<file path="config.mk">
export PLATFORM = sky130hd
export DESIGN_NAME = i2c_txn_scheduler
export DESIGN_NICKNAME = d
export VERILOG_FILES = /design/src/rtl/i2c_txn_scheduler.sv
export SDC_FILE = /design/constraint.sdc
export NUM_CORES = 1
export LEC_CHECK = 0
export CORE_MARGIN = 4
export CORE_UTILIZATION = 39
export DETAILED_ROUTE_END_ITERATION = 16
export PLACE_DENSITY = 0.84
export SYNTH_ARGS = -nofsm -noshare
export SYNTH_HDL_FRONTEND = slang
export SYNTH_SLANG_ARGS = --single-unit
</file>
<file path="constraint.sdc">
create_clock -name clk -period 2.3 [get_ports clk]
set_input_delay 0.23 -clock clk [delete_from_list [all_inputs] [get_ports clk]]
set_output_delay 0.23 -clock clk [all_outputs]
set_load 0.005 [all_outputs]
</file>
<file path="src/rtl/i2c_txn_scheduler.sv">
`default_nettype none
// ============================================================================
// Module      : i2c_txn_scheduler
// Description : Round-robin scheduler sharing one I2C byte controller among
//               NREQ requesters. Latches one request, drives the controller
//               start/addr/rw/wdata, waits out its busy window and returns
//               read data and status to the granted requester only.
//               Optional per-phase timeout: define I2C_TXN_TIMEOUT_EN.
// Revision    : 1.0 - initial release
// ============================================================================
module i2c_txn_scheduler #(
    parameter int NREQ        = 4,
    parameter int TIMEOUT_CYC = 65535,
    parameter int TO_W        = 16
) (
    input  logic              clk,
    input  logic              rst,
    input  logic [NREQ-1:0]   req_valid,
    input  logic [7*NREQ-1:0] req_addr,
    input  logic [NREQ-1:0]   req_rw,
    input  logic [8*NREQ-1:0] req_wdata,
    output logic [NREQ-1:0]   req_grant,
    output logic [NREQ-1:0]   rsp_valid,
    output logic [7:0]        rsp_rdata,
    output logic              rsp_err,
    output logic              ctl_enable,
    output logic [6:0]        ctl_addr,
    output logic              ctl_rw,
    output logic [7:0]        ctl_wdata,
    input  logic              ctl_busy,
    input  logic [7:0]        ctl_rdata,
    input  logic              ctl_nack
);

    localparam int c_IDX_W = $clog2(NREQ);
    localparam int c_J_W   = c_IDX_W + 1;

    typedef enum logic [1:0] {
        S_IDLE  = 2'd0,
        S_START = 2'd1,
        S_RUN   = 2'd2,
        S_RESP  = 2'd3
    } state_t;

    state_t               r_state;
    logic [c_IDX_W-1:0]   r_rr_ptr;
    logic [NREQ-1:0]      r_gnt_oh;
    logic [NREQ-1:0]      r_req_grant;
    logic [NREQ-1:0]      r_rsp_valid;
    logic [7:0]           r_rsp_rdata;
    logic                 r_rsp_err;
    logic                 r_ctl_enable;
    logic [6:0]           r_ctl_addr;
    logic                 r_ctl_rw;
    logic [7:0]           r_ctl_wdata;

    logic                 w_any;
    logic [c_IDX_W-1:0]   w_pick;
    logic [NREQ-1:0]      w_pick_oh;
    logic [c_IDX_W-1:0]   w_rr_next;

`ifdef I2C_TXN_TIMEOUT_EN
    logic [TO_W-1:0]      r_to_cnt;
    logic                 w_to_hit;
    assign w_to_hit = (r_to_cnt == TO_W'(TIMEOUT_CYC));
`else
    // Timeout parameters have no effect in this build.
    logic                 w_unused_cfg;
    assign w_unused_cfg = ^{32'(TIMEOUT_CYC), 32'(TO_W)};
`endif

    // Round-robin pick: first valid requester scanning upward from rr_ptr, wrapping.
    always_comb begin
        logic [c_J_W-1:0]   j;
        logic [c_IDX_W-1:0] idx;
        w_any  = 1'b0;
        w_pick = '0;
        j      = '0;
        idx    = '0;
        for (int k = 0; k < NREQ; k++) begin
            j = {1'b0, r_rr_ptr} + c_J_W'(k);
            if (j >= c_J_W'(NREQ)) begin
                j = j - c_J_W'(NREQ);
            end
            idx = j[c_IDX_W-1:0];
            if (!w_any && req_valid[idx]) begin
                w_any  = 1'b1;
                w_pick = idx;
            end
        end
    end

    assign w_pick_oh = NREQ'(1) << w_pick;
    assign w_rr_next = (w_pick == c_IDX_W'(NREQ - 1)) ? '0 : w_pick + 1'b1;

    // Sequencing FSM; every output is registered here.
    always_ff @(posedge clk or posedge rst) begin
        if (rst) begin
            r_state      <= S_IDLE;
            r_rr_ptr     <= '0;
            r_gnt_oh     <= '0;
            r_req_grant  <= '0;
            r_rsp_valid  <= '0;
            r_rsp_rdata  <= '0;
            r_rsp_err    <= 1'b0;
            r_ctl_enable <= 1'b0;
            r_ctl_addr   <= '0;
            r_ctl_rw     <= 1'b0;
            r_ctl_wdata  <= '0;
`ifdef I2C_TXN_TIMEOUT_EN
            r_to_cnt     <= '0;
`endif
        end else begin
            r_req_grant <= '0;
            r_rsp_valid <= '0;
            case (r_state)
                S_IDLE: begin
                    if (w_any) begin
                        r_req_grant  <= w_pick_oh;
                        r_gnt_oh     <= w_pick_oh;
                        r_ctl_addr   <= req_addr[7*int'(w_pick) +: 7];
                        r_ctl_rw     <= req_rw[w_pick];
                        r_ctl_wdata  <= req_wdata[8*int'(w_pick) +: 8];
                        r_ctl_enable <= 1'b1;
                        r_rr_ptr     <= w_rr_next;
                        r_state      <= S_START;
`ifdef I2C_TXN_TIMEOUT_EN
                        r_to_cnt     <= '0;
`endif
                    end
                end
                S_START: begin
                    if (ctl_busy) begin
                        r_ctl_enable <= 1'b0;
                        r_state      <= S_RUN;
`ifdef I2C_TXN_TIMEOUT_EN
                        r_to_cnt     <= '0;
                    end else if (w_to_hit) begin
                        r_ctl_enable <= 1'b0;
                        r_rsp_rdata  <= '0;
                        r_rsp_err    <= 1'b1;
                        r_rsp_valid  <= r_gnt_oh;
                        r_state      <= S_RESP;
                    end else begin
                        r_to_cnt     <= r_to_cnt + 1'b1;
`endif
                    end
                end
                S_RUN: begin
                    if (!ctl_busy) begin
                        // Writes return zero so stale bus data never leaks out.
                        r_rsp_rdata <= r_ctl_rw ? ctl_rdata : 8'h00;
                        r_rsp_err   <= ctl_nack;
                        r_rsp_valid <= r_gnt_oh;
                        r_state     <= S_RESP;
`ifdef I2C_TXN_TIMEOUT_EN
                    end else if (w_to_hit) begin
                        r_rsp_rdata <= '0;
                        r_rsp_err   <= 1'b1;
                        r_rsp_valid <= r_gnt_oh;
                        r_state     <= S_RESP;
                    end else begin
                        r_to_cnt    <= r_to_cnt + 1'b1;
`endif
                    end
                end
                S_RESP: begin
                    r_state <= S_IDLE;
                end
                default: begin
                    r_state <= S_IDLE;
                end
            endcase
        end
    end

    assign req_grant  = r_req_grant;
    assign rsp_valid  = r_rsp_valid;
    assign rsp_rdata  = r_rsp_rdata;
    assign rsp_err    = r_rsp_err;
    assign ctl_enable = r_ctl_enable;
    assign ctl_addr   = r_ctl_addr;
    assign ctl_rw     = r_ctl_rw;
    assign ctl_wdata  = r_ctl_wdata;

endmodule
`default_nettype wire
</file>
Yosys cells after proc, flatten, opt, wreduce, memory -nomap -nowiden. Cells that the tools add are included. Widths: inputs -> output; s select.

Flip-flop bits (word level): 42. Latch bits: 0. Memory bits (writable): 0. ROM bits: 0. Input port bits: 80. Memories kept: 0.

$add $sub $neg: 8. Multipliers: 1. Divide/modulo/power cells: 0. Magnitude comparators: 9. Equality and inequality tests: 7. Shift-type cells: 3. Mux-type cells: 35. Bitwise operators: 1. Reduce and logical (&&, ||, !) cells: 12.

Operator list (count): $shiftx 32x6->8 (1); $shiftx 28x6->7 (1); $mux 2 (12); $mux 4 (4); $lt 2x3->1 const B (5); $mux 1 (11); $bmux 1 s2 (5); $ge 3x3->1 const B (3); $mux 8 (1); $pmux 2 s4 (1); $sub 2x1->2 const B (4); $add 2x2->3 const B (2); $eq 2x2->1 const B (3); $ne 2x2->1 const B (3); $reduce_and 3->1 (2); $mul 3x2->5 const A (1); $reduce_and 2->1 (2); $shl 1x2->4 const A (1); $add 2x1->3 const B (1); $ge 2x3->1 const B (1); $logic_and 1x1->1 (3); $logic_not 1->1 (3); $add 2x1->2 const B (1); $eq 2x1->1 const B (1); other kinds (4) (4).

Depth between registers and ports, before layout. Gate-level depths: netlist (run 1).

Depth after elaboration: 17. Depth in mapped cells: 9. Depth with buffers taken out: 6.

Worst setup path after synthesis (run 1). OpenSTA, ideal clock, no wires.

Path type: reg2reg. Start: register r_rr_ptr[0]. End: register r_gnt_oh[2]. Library setup time: 0.118 ns. Data arrival time: 1.617 ns. Data required time: 2.182 ns. Path slack: 0.565 ns. Stages on the path, launching flop included: 10. Buffers on the path: 3. Period minus slack after synthesis: 1.735 ns. Cell sequence: dfrtp_1 -> nand2b_1 -> a21oi_1 -> a211o_1 -> clkbuf_1 -> buf_6 -> buf_6 -> ha_1 -> and2_1 -> a21o_1.

Longest elaborated chain between the ends: 15. Elaborated cells on any way between the ends: 39.

Ends and longest elaborated chain: start, declared (line 46) `logic [c_IDX_W-1:0] r_rr_ptr;`; start signal, assigned (line 125) `r_rr_ptr <= w_rr_next;`; parallel branches: the longest is 13 deep, another holds $add 2x1->3; $mux 2 (*) (line 86) `if (!w_any && req_valid[idx]) begin`; $shl 1x2->4 (*) (line 93) `assign w_pick_oh = NREQ'(1) << w_pick;`; named net w_pick_oh[2] (line 59) `logic [NREQ-1:0] w_pick_oh;`; end signal, assigned (line 120) `r_gnt_oh <= w_pick_oh;`; end, declared (line 47) `logic [NREQ-1:0] r_gnt_oh;`.

Mark *: on every way through the listed nets, which the timed path passes. The select of a mux whose other input is x is not followed. A chain may end at the register's enable or synchronous reset.

Final worst setup path (run 1).
Start: input req_valid[1]. End: register r_ctl_addr[3], in the netlist ctl_addr[3].

Longest elaborated chain between the ends: 14. Elaborated cells on any way between the ends: 25.

Ends and longest elaborated chain: start, declared (line 18) `input logic [NREQ-1:0] req_valid,`; $bmux 1 s2 (line 86); $mux 1 (implied by the code) (line 86); $mux 1 (line 86); $logic_not 1->1 (line 86); $logic_and 1x1->1 (line 86); $mux 1 (line 86); $logic_not 1->1 (line 86); $logic_and 1x1->1 (line 86); $mux 1 (line 86); $logic_not 1->1 (line 86); $logic_and 1x1->1 (line 86); $mux 2 (line 86); $mul 3x2->5 (line 121) `r_ctl_addr <= req_addr[7*int'(w_pick) +: 7];`; $shiftx 28x6->7 (line 121); end signal, assigned (line 121); end, declared (line 53) `logic [6:0] r_ctl_addr;`.

Several ways; a longest one is shown, not always the timed one. The select of a mux whose other input is x is not followed.

==> impl_metrics.csv, run 1 <==
group,metric,value,unit
run_status,status,"finished clean",
placed_design,preCtsSetupSlack,298,ps
timing,slew_headroom,0.647,
placed_design,io_buffer_count,113,
timing,fin_setup_tns,0,ps
yosys,avgSynthCellArea,10.5,µm²
route,viasPerCell,5.13,
floorplanning,rows,26,
run,max-cap-violations,0,
min_path,hp-class,"in -> async",
placed_design,placed_cells,383,
global_route,met3_usage,0.0735,
timing,setup_viol,0,
finish,drive_gt1_frac,0.0750,
global_route,use_met1,0.181,
clock_network,insertion_delay,280,ps
clock_network,numCtsBuffers,5,
global_route,grt_busiest_layer,"met2",
timing,rsz0062_at_grt,"false",
floorplanning,initial_core_util,0.407,
floorplanning,die_w,81.5,µm
clock_network,cts.sink_count,42,
timing,finalClockSkew,4.03,ps
clock_network,clockRootBuffer,"clkbuf_8",
yosys,synth_compound_area_frac,0.120,
timing,fin_ws,588,ps
yosys,yosysUniqueCellTypes,27,
floorplanning,die_h,81.5,µm
setup_path,end_kind,"flop",
global_route,grt_pass1_vias,2052,
power_and_ir_drop,power_leakage,1.59,nW
clock_network,htreeDepth,2,
clock_network,cts.hold.buffers_added,0,
setup_path,cp_max_fo,14,
clock_network,path_clk_slew,70,ps
floorplanning,ios,114,
timing,drv_slew,0,
finish,fill_cells,424,
floorplanning,coreArea,5170,µm²
global_route,gr-usage-met2,0.327,
global_route,grt_pass1_wl,9140,µm
finish,area_delta_synth_final,63.1,%
finish,final_cells,390,
floorplanning,die-area,6640,µm²
yosys,synth-adder-area-share,0.0238,
route,wl_per_cell,15.1,µm
setup_path,ff2ff_path_depth,6,
setup_path,cp.required,2460,ps
global_route,grt_antenna_before_repair,0,
route,drt_first_pass_iters,5,
yosys,synth_seq_area_share,0.499,
yosys,yosysWarnings,0,
yosys,synthMuxAreaShare,0.152,
setup_path,crit_type,"in -> reg",
power_and_ir_drop,power.switching,1.18,mW
route,ant_nets,0,
finish,fin_nets,404,
power_and_ir_drop,switching_share,0.344,
timing,timing_hold_violations_final,0,
power_and_ir_drop,comb_power_share,0.527,
placed_design,routabilityCongestion,0.738,
yosys,synth_xor_xnor_area_share,0,
finish,regArea,1050,µm²
timing,max_freq,0.584,GHz
clock_network,cts_resized,0,
route,vias,2002,
power_and_ir_drop,powerDensity,994,nW/µm²
finish,multiInputGateArea,960,µm²
yosys,syn-num-nets,285,
timing,period_minus_slack,1710,ps
yosys,syn_inst,201,
route,drt_iter0_markers,93,
global_route,gr-total-overflow,0,
timing,worstMarginPinSlew,530,ps
clock_network,ctsLongestPathBuffers,2,
yosys,netlist_area,2110,µm²
yosys,ys_ff_latch,42,
power_and_ir_drop,p_int,2.24,mW
setup_path,start_kind,"input port",
clock_network,postCtsSetupBuffers,0,
timing,timing.final.crit_share,0.744,
power_and_ir_drop,pwr-share-clk,0.129,
finish,num_antenna_cells,0,
yosys,synth-simple-area-share,0.159,
route,drc_errors,0,
global_route,track_usage,0.180,
power_and_ir_drop,ir_drop,476,µV
yosys,synth_top_family_by_area,"simple AND/OR/NAND/NOR gates",
power_and_ir_drop,seqPwrFrac,0.345,
setup_path,arrival,1870,ps
clock_network,cts_tree,"built",
placed_design,hpwlAfterDp,4650,µm
global_route,grt_max_degree,43,
route,totalWireLength,5880,µm
placed cells by master, fill, tap and decap left out, drive strengths merged, types with 6 or more instances in the layout:
| cell | n |
|---|---|
| clkdlybuf4s50 | 113 |
| and2 | 6 |
| o221ai | 16 |
| dfrtp | 42 |
| nor2 | 6 |
| buf | 13 |
| nand2 | 41 |
| mux2i | 32 |
| nand3 | 8 |
final cells by class:
class	instances	area share
timing repair buffer	126	0.361
sequential	42	0.306
multi-input combinational	140	0.279
tap	70	0.0255
clock buffer	5	0.0200
inverter	5	0.00546
clock inverter	2	0.00291
through the flow:
step | hold WS (ps) | instance area, µm² | util | total power, mW
after floorplan | 335 | 2110 | - | 2.14
after global placement | 450 | 3360 | 0.649 | 2.95
after detailed placement | 455 | 3360 | 0.649 | 3.01
after CTS | 407 | 3440 | 0.664 | 3.46
after global routing | 446 | 3440 | 0.664 | 3.72
final | 381 | 3440 | 0.664 | 3.42
critical path, cell delays in order:
cell and delay (ps):
clkdlybuf4s50_1 550, nand2b_1 140, a21oi_1 70, a211o_2 350, buf_4 220, mux2i_1 170
o221ai_1 130
synthesized netlist by cell type:
cell	number	area, µm²
o221ai_1	16	140
buf_6	2	22.5
nor2_1	6	22.5
o32a_1	1	10.0
inv_1	5	18.8
mux2i_1	32	320
clkbuf_1	5	18.8
nor3b_2	1	12.5
and2_1	6	37.5
a22o_1	2	17.5
o22a_1	1	8.76
a211o_1	1	8.76
dfrtp_1	42	1050
nor4_2	1	12.5
buf_4	1	7.51
nor2b_1	4	25.0
buf_2	6	30.0
nand3_1	8	40.0
a21oi_1	2	10.0
o21ai_1	2	10.0
o21ai_0	2	10.0
a21o_1	3	22.5
o22ai_1	1	6.26
a221oi_1	1	8.76
nand2_1	41	154
ha_1	4	50.1
nand2b_1	5	31.3
cells by family after synthesis:
| kind of cell | after synthesis |
|---|---|
| simple gates | 72 |
| fa+ha+maj | 4 |
| flops | 42 |
| buf+inv | 19 |
| compound gates | 32 |
| mux | 32 |
registers in the layout (all words and copies together) (netlist names):
| name | count |
|---|---|
| ctl_addr | 7 |
| ctl_enable | 1 |
| ctl_rw | 1 |
| ctl_wdata | 8 |
| r_gnt_oh | 4 |
| r_rr_ptr | 2 |
| r_state | 2 |
| req_grant | 4 |
| rsp_err | 1 |
| rsp_rdata | 8 |
| rsp_valid | 4 |
metal layers:
metal  share of wire  vias up
li1                -      945
met1            0.34      938
met2            0.52      109
met3            0.12       10
met4           0.018        0
met5               0        -
final timing paths:
path,start,endpoint,slack (ps)
max,req_valid[1],ctl_addr[3],590
min,rst,rsp_rdata[3],380
max reg2reg,r_state[1],ctl_wdata[3],610
min reg2reg,rsp_rdata[4],rsp_rdata[4],470
max in group asynchronous,rst,ctl_enable,1550
min in group clk,rsp_rdata[4],rsp_rdata[4],470
power by group through the flow:
stage	Sequential, mW	Clock [mW]	Combinational [mW]
after floorplan	1.19	0	0.950
after global placement	1.18	0	1.77
after detailed placement	1.20	0	1.81
after CTS	1.18	0.454	1.82
after global routing	1.22	0.491	2.01
final	1.18	0.439	1.80
No activity file was read; power rests on OpenSTA's default activity.
==> run 2, diff against run 1 <==
- CORE_UTILIZATION: 39 -> 35
- PLACE_DENSITY: 0.84 -> 0.8
- clock period: 2.3 -> 1.4 ns (I/O delays scaled with it)
==> impl_metrics.csv, run 2 (same netlist as run 1, synthesis figures left out) <==
group,metric,value,unit
run_status,status,"finished, violations left",
run_status,violations,"negative setup slack",
floorplanning,coreArea,5680,µm²
setup_path,cp.required,1570,ps
placed_design,placed_cells,390,
route,drc_errors,0,
placed_design,io_buffer_count,113,
clock_network,cts.hold.buffers_added,0,
clock_network,insertion_delay,300,ps
power_and_ir_drop,ir_drop,821,µV
timing,period_minus_slack,1590,ps
finish,drive_gt1_frac,0.211,
finish,final_area,3830,µm²
placed_design,place_area,3530,µm²
clock_network,path_clk_slew,90,ps
route,drt_iter0_markers,84,
finish,fill_cells,459,
setup_path,cp_cell_sequence,"clkdlybuf4s50_1, o22ai_1, a211o_4, clkbuf_16, mux2i_1, o221ai_1",
route,viasPerCell,5.02,
timing,setup_viol,23,
finish,area_delta_synth_final,81.8,%
clock_network,ctsLongestPathBuffers,2,
route,ant_nets,0,
finish,fin_nets,415,
setup_path,critPathSlowestCell,"clkdlybuf4s50_1",
setup_path,crit_type,"in -> reg",
route,totalWireLength,6340,µm
power_and_ir_drop,power_leakage,1.72,nW
floorplanning,ios,114,
timing,max_freq,0.628,GHz
placed_design,preCtsSetupSlack,-553,ps
clock_network,cts_tree,"built",
global_route,grt_pass1_vias,2159,
clock_network,htreeDepth,2,
global_route,grt_antenna_before_repair,0,
timing,timing.final.crit_share,1.14,
route,wl_per_cell,15.7,µm
setup_path,slowest_delay,580,ps
setup_path,arrival,1760,ps
timing,finalClockSkew,9.78,ps
placed_design,routabilityCongestion,0.813,
run,max-cap-violations,0,
setup_path,start_kind,"input port",
timing,fin_ws,-193,ps
floorplanning,die_w,85.6,µm
global_route,grt_pass1_wl,9650,µm
global_route,grt_max_degree,33,
clock_network,numCtsBuffers,5,
setup_path,end_kind,"flop",
timing,timing.hold.ws,72.7,ps
timing,timing_hold_violations_final,0,
finish,num_antenna_cells,0,
finish,final_cell_mix,"110 x clkdlybuf4s50_1, 42 x dfrtp_1, 40 x nand2_1",
floorplanning,rows,27,
route,vias,2029,
placed_design,hpwlAfterDp,4610,µm
timing,slew_headroom,0.773,
timing,rsz0062_at_grt,"true",
power_and_ir_drop,powerDensity,1720,nW/µm²
finish,fin_util,0.675,
finish,final_cells,404,
min_path,hp-class,"in -> async",
clock_network,cts.sink_count,42,
timing,worstMarginPinSlew,341,ps
setup_path,cp_max_fo,10,
global_route,track_usage,0.164,
floorplanning,die-area,7330,µm²
finish,final_common_cell,"clkdlybuf4s50_1",
global_route,gr-total-overflow,0,
floorplanning,die_h,85.6,µm
timing,drv_slew,0,
clock_network,clockRootBuffer,"clkbuf_8",
floorplanning,initial_core_util,0.371,
route,drt_first_pass_iters,4,
[run 2: cell types whose count changed in the layout (fill, tap and decap cells not counted), moves of 4 or more]
| cell | delta |
|---|---|
| mux2i_1 | -7 |
| o221ai_2 | +9 |
| mux2i_2 | +6 |
| o221ai_1 | -9 |
| nand2b_4 | +5 |
| buf_4 | +4 |
[run 2: final timing paths]
kind / cells past startpoint / from / endpoint / slack, ps
min: 2 / rst / ctl_rw / 70
max: 6 / req_valid[3] / ctl_addr[3] / -190
min in group clk: 3 / ctl_nack / rsp_err / 390
min reg2reg: 1 / r_gnt_oh[2] / r_gnt_oh[2] / 470
max in group asynchronous: 3 / rst / ctl_addr[4] / 880
max reg2reg: 6 / r_rr_ptr[0] / ctl_addr[3] / -160
[run 2: layout make-up]
type	count	area, µm²	share of cell area
clock buffers	5	68.8	0.0180
clock inverters	3	25.0	0.00653
inverters	5	18.8	0.00490
multi-input cells	142	1200	0.315
flip-flops and latches	42	1050	0.274
well taps	72	90.1	0.0235
repair buffers	135	1370	0.358
[run 2: what timing repair did]
action / in CTS / in global routing
hold endpoints to repair: 0 / 0
endpoints found under the setup margin: 40 / 41
gates cloned: 1 / 2
setup buffers: 1 / 2
pin swaps: 3 / 3
resized for setup: 16 / 18
[run 2: metrics by stage]
stage | total power [mW] | TNS, ps
finish | 6.58 | -2990
detailed placement | 5.34 | -15250
global placement | 5.24 | -13760
CTS | 6.37 | -2880
global route | 7.04 | -4560
floorplan | 3.80 | -2480
[run 2: worst max-delay path: cells and delay by family]
kind,cells,cell delay [ps]
buffers and inverters,2,780
AO/OA/AOI/OAI,3,660
multiplexers,1,180
[run 2: power by group]
group          switching, mW  internal (mW)  total (mW)
logic                   1.64           2.21        3.84
clock network          0.445          0.360       0.805
registers              0.248           1.68        1.93
total                   2.33           4.25        6.58
[run 2: layer usage]
layer	share of wire	vias up	GRT usage
li1	-	970	-
met1	0.38	966	0.175
met2	0.51	85	0.302
met3	0.098	8	0.0634
met4	0.011	0	0.0403
met5	0	-	0
==> RTL edit 1, RTL diff (config.mk and constraints of run 1) <==
The parameter `NREQ` goes from 4 to 8.
--- a/src/rtl/i2c_txn_scheduler.sv
+++ b/src/rtl/i2c_txn_scheduler.sv
@@ -10,5 +10,5 @@
 // ============================================================================
 module i2c_txn_scheduler #(
-    parameter int NREQ        = 4,
+    parameter int NREQ        = 8,
     parameter int TIMEOUT_CYC = 65535,
     parameter int TO_W        = 16
Interface: changed (6 resized); port bits go from 114 to 190. No check against the original RTL was run, so the function may have changed too.
==> RTL edit 1 against run 1 <==
The run now ends with setup timing left; die area up 110%; hold slack worse by 0.086 ns; via count increased to 2.7 times the old value; non-clock buffer count grew 186; routed wire length rose to 3.4 times the old value; design area rose to 2.5 times the old value; worst setup slack worse by 1.8 ns; sequential cell count is 13 higher; clock skew up 0.0085 ns; area after synthesis rose by 120%; first-iteration DRC count grew to 7.2 times the old value; final cell count grew 130%.
Power is left out: the tool's default activity adds up to more than one toggle a clock period on the data nets, which glitch-free logic cannot reach.
==> RTL edit 1: results (changes against run 1) <==
Run status
  – Outcome: complete, but fails checks
  – Failing checks: setup timing

Yosys
  – Synth top cells by count: 55 x dfrtp_1, 42 x nand2_1, 29 x inv_1
  – Total nets after synthesis: 639 (+120%)
  – Distinct cell type count after synthesis: 58 (+110%)
  – Sequential fraction of the synthesis area: 29.20% (-21 points)
  – Main area contributors after synthesis: dfrtp_1 29%, mux4_2 6.7%, a21boi_0 4.5%

Clocking
  – Clk Latency, worst-skew pair: 0.30 ns (+0.02 ns)
  – Clock root buffer: clkbuf_16

Placement
  – Number of input and output port buffers inserted: 189 (+67%)
  – Instance count after placement with tap cells included: 847 (+120%)
  – Post-DP HPWL: 13320 microns (+190%)
  – Last weighted congestion value of the routability-driven placer: 0.9848 (+33%)

Global route
  – Global-route wire length before repair: 28390 microns (+210%)
  – Number of global-route vias before repair: 5413 (+160%)
  – Overall routing resource usage: 24.79% (+6.8 points)
  – Met1 track demand over resource: 29.95% (+12 points)
  – Met2 usage: 43.66% (+11 points)
  – GR Layer Usage met3: 5.334% (-2.0 points)

Worst setup path
  – Register-to-Register Path Depth: 13 (+7)
  – Data arrival, critical path: 3.64 ns (+1.77 ns)
  – Gate family responsible for the most delay along the worst path: compound AO/OA/AOI/OAI gates
  – Cell with the largest stage delay on the worst path: mux4_2
  – Worst-path fanout max: 9 (-5)
  – Delay of the slowest critical-path stage: 0.61 ns (+0.06 ns)

Timing
  – Number of setup violations in the final report: 38 (+38)
  – Final worst setup slack: -1.180 ns (-1.768 ns)
  – Setup clock skew after layout: 0.01250 ns (+0.008464 ns)
  – Actual transition at the worst max-transition pin: 0.5523 ns (+0.02237 ns)

Routing
  – WL met1: 7285 microns (+260%)
  – Via density: 6.136 (+20%)
  – DRT Pass-1 Iters: 6 (+1)
  – Routed WL: 20030 microns (+240%)
  – Met3 WL post-DR: 1628 microns (+130%)
  – Met2 routed WL: 10290 microns (+240%)

Layout
  – Layout Nets: 910 (+130%)
  – Filler Cells Inserted: 700 (+65%)
  – Non-filler instance count after layout: 895 (+130%)
  – Layout cell share with drive strength beyond 1: 38.96% (+31 points)
RTL edit 1: cell count changes after synthesis, moves of 17 or more:
cell	before	now
o211ai_1	0	25
and3_1	0	17
inv_1	5	29
a21boi_0	0	28
mux2i_1	32	15
clkbuf_1	5	26
RTL edit 1: final timing paths:
| check | from | endpoint | slack [ns] |
|---|---|---|---|
| hold reg to reg | r_gnt_oh[3]$_DFFE_PP0P_ | r_gnt_oh[3]$_DFFE_PP0P_ | 0.47 |
| hold / removal | rst | ctl_wdata[5]$_DFFE_PP0P_ | 0.30 |
| setup / recovery | r_rr_ptr[0]$_DFFE_PP0P_ | ctl_addr[6]$_DFFE_PP0P_ | -1.18 |
| min in group clk | r_gnt_oh[3]$_DFFE_PP0P_ | r_gnt_oh[3]$_DFFE_PP0P_ | 0.47 |
| setup reg to reg | r_rr_ptr[0]$_DFFE_PP0P_ | ctl_addr[6]$_DFFE_PP0P_ | -1.18 |
| max in group asynchronous | rst | rsp_valid[1]$_DFF_PP0_ | 1.45 |
RTL edit 1: cells by family (layout without fill, tap and decap cells):
| group | Yosys count | count (layout) | share of synthesized area [%] |
|---|---|---|---|
| multiplexers | 54 | 54 | 16.86 |
| adder cells (fa/ha/maj) | 11 | 11 | 2.920 |
| buffers and inverters | 80 | 352 | 8.335 |
| flip-flops | 55 | 55 | 29.20 |
| AND/OR/NAND/NOR | 105 | 105 | 10.94 |
| XOR/XNOR | 2 | 2 | 0.3717 |
| AO/OA/AOI/OAI | 173 | 173 | 31.38 |
RTL edit 1: layout make-up:
cell class | count | area [sq um] | share of cell area, %
clock buffer | 5 | 125.1 | 1.435
clock inverter | 3 | 33.78 | 0.3875
inverter | 30 | 148.9 | 1.708
multi-input combinational | 345 | 3676 | 42.16
sequential | 55 | 1376 | 15.79
tap | 143 | 178.9 | 2.052
timing repair buffer | 312 | 3152 | 36.15
timing repair inverter | 2 | 27.53 | 0.3157
RTL edit 1: metrics by stage:
step | setup TNS, ns | utilization, % | instance area (sq um) | hold WS, ns
after floorplan | -48.22 | - | 4877 | 0.3354
after global placement | -37.72 | 63.06 | 7323 | 0.4496
after detailed placement | -40.00 | 63.06 | 7323 | 0.4576
after CTS | -35.36 | 69.10 | 8025 | 0.3179
after global routing | -39.37 | 75.07 | 8718 | 0.3445
final | -37.50 | 75.07 | 8718 | 0.2951
RTL edit 1: repair_timing:
| item | 4_1_cts | 5_1_grt |
|---|---|---|
| hold buffers | 0 | 0 |
| resized for setup | 86 | 102 |
| cloned | 4 | 2 |
| setup buffers | 10 | 27 |
| endpoints found under the setup margin | 38 | 38 |
| pin swaps | 18 | 20 |
==> RTL edit 2, RTL diff (config.mk and constraints of run 1) <==
Without the edit above. Put one more register stage on the output `rsp_err`. The value now appears one clock later. The other outputs are not delayed to match.
--- a/src/rtl/i2c_txn_scheduler.sv
+++ b/src/rtl/i2c_txn_scheduler.sv
@@ -178,5 +178,7 @@
     assign rsp_valid  = r_rsp_valid;
     assign rsp_rdata  = r_rsp_rdata;
-    assign rsp_err    = r_rsp_err;
+    always_ff @(posedge clk) begin
+        rsp_err <= r_rsp_err;
+    end
     assign ctl_enable = r_ctl_enable;
     assign ctl_addr   = r_ctl_addr;
Behaviour: not the same (Yosys sat finds a counterexample within 4 cycles, from zero or initial values and one cycle with rst high).
==> RTL edit 2 against run 1 <==
Worst setup slack worse by 0.088 ns; total power down 1.1%; area after synthesis up 0.95%; fmax down 4.9%; routed wire length down 2.8%; hold slack worse by 0.045 ns; core utilization down 0.90 points; design area down 0.73%; sequential cell count up 1; highest routed layer unchanged.
==> RTL edit 2: results (changes against run 1) <==
Yosys
  – Main area contributors after synthesis: dfrtp_1 49%, mux2i_1 15%, nand2_1 7.2%
  – Sequential fraction of the synthesis area: 50.35% (+0.47 points)
  – Fraction of the mapped netlist area in compound gates: 11.88% (-0.11 points)
  – Total nets after synthesis: 286 (+0.35%)
  – Share of synthesized registers carrying an async set or reset: 97.67% (-2.3 points)
  – Share of synthesized cell area in full adder, half adder and majority cells: 2.353% (-0.022 points)

Pwr
  – Switching portion of total power: 34.61% (+0.21 points)
  – Clock net power: 0.458 mW (+4%)
  – Worst voltage drop across the vdd grid: 0.4999 mV (+5.0%)

Run status
  – Outcome: complete, no violations

Placement
  – Post-DP HPWL: 4556 microns (-2.1%)
  – Instance count after placement with tap cells included: 379 (-1.0%)
  – Last weighted congestion value of the routability-driven placer: 0.7403 (+0.26%)
  – Setup slack at placement: 0.2008 ns (-0.09750 ns)

Global route
  – Overall routing resource usage: 17.60% (-0.41 points)
  – Global-route wire length before repair: 9011 microns (-1.4%)
  – Number of global-route vias before repair: 1972 (-3.9%)
  – Maximum number of pins on one net before global-route repair: 27 (-37%)

Layout
  – Layout cell share with drive strength beyond 1: 5.994% (-1.5 points)

Routing
  – Met2 routed WL: 2844 microns (-6.8%)
  – DRC violation total after the first TritonRoute iteration: 46 (-51%)
  – WL met1: 2122 microns (+5.0%)
  – DRT Pass-1 Iters: 4 (-1)
  – Via density: 4.982 (-2.9%)
  – Met3 WL post-DR: 709 microns (+1.0%)
  – Total vias in the final route: 1928 (-3.7%)

Timing
  – WHS: 0.3357 ns (-0.04532 ns)

Worst setup path
  – Worst-path fanout max: 22 (+8)
  – CP endpoint: ctl_wdata[6]$_DFFE_PP0P_
-- RTL edit 2: cell types whose count changed after synthesis --
cell / run 1 / this run
dfxtp_1: 0 / 1
-- RTL edit 2: routing by layer --
| layer | vias to the layer above | track usage [%] |
|---|---|---|
| met2 | 85 | 31.50 |
| met3 | 4 | 8.224 |
| met4 | 0 | 5.150 |
| met5 | - | 0 |
| met1 | 895 | 18.25 |
| li1 | 944 | - |
-- RTL edit 2: final cells by class --
| cell class | instances | area, sq um |
|---|---|---|
| Inverter | 5 | 18.77 |
| Fill cell | 442 | 1793 |
| Clock buffer | 5 | 68.82 |
| Sequential cell | 43 | 1071 |
| Multi-Input combinational cell | 140 | 959.7 |
| Timing Repair Buffer | 121 | 1191 |
| Tap cell | 70 | 87.58 |
| Clock inverter | 3 | 15.01 |
-- RTL edit 2: logic make-up after synthesis --
group                    after synthesis
buffers and inverters                 19
AO/OA/AOI/OAI                         32
flip-flops                            43
AND/OR/NAND/NOR                       72
multiplexers                          32
adder cells (fa/ha/maj)                4
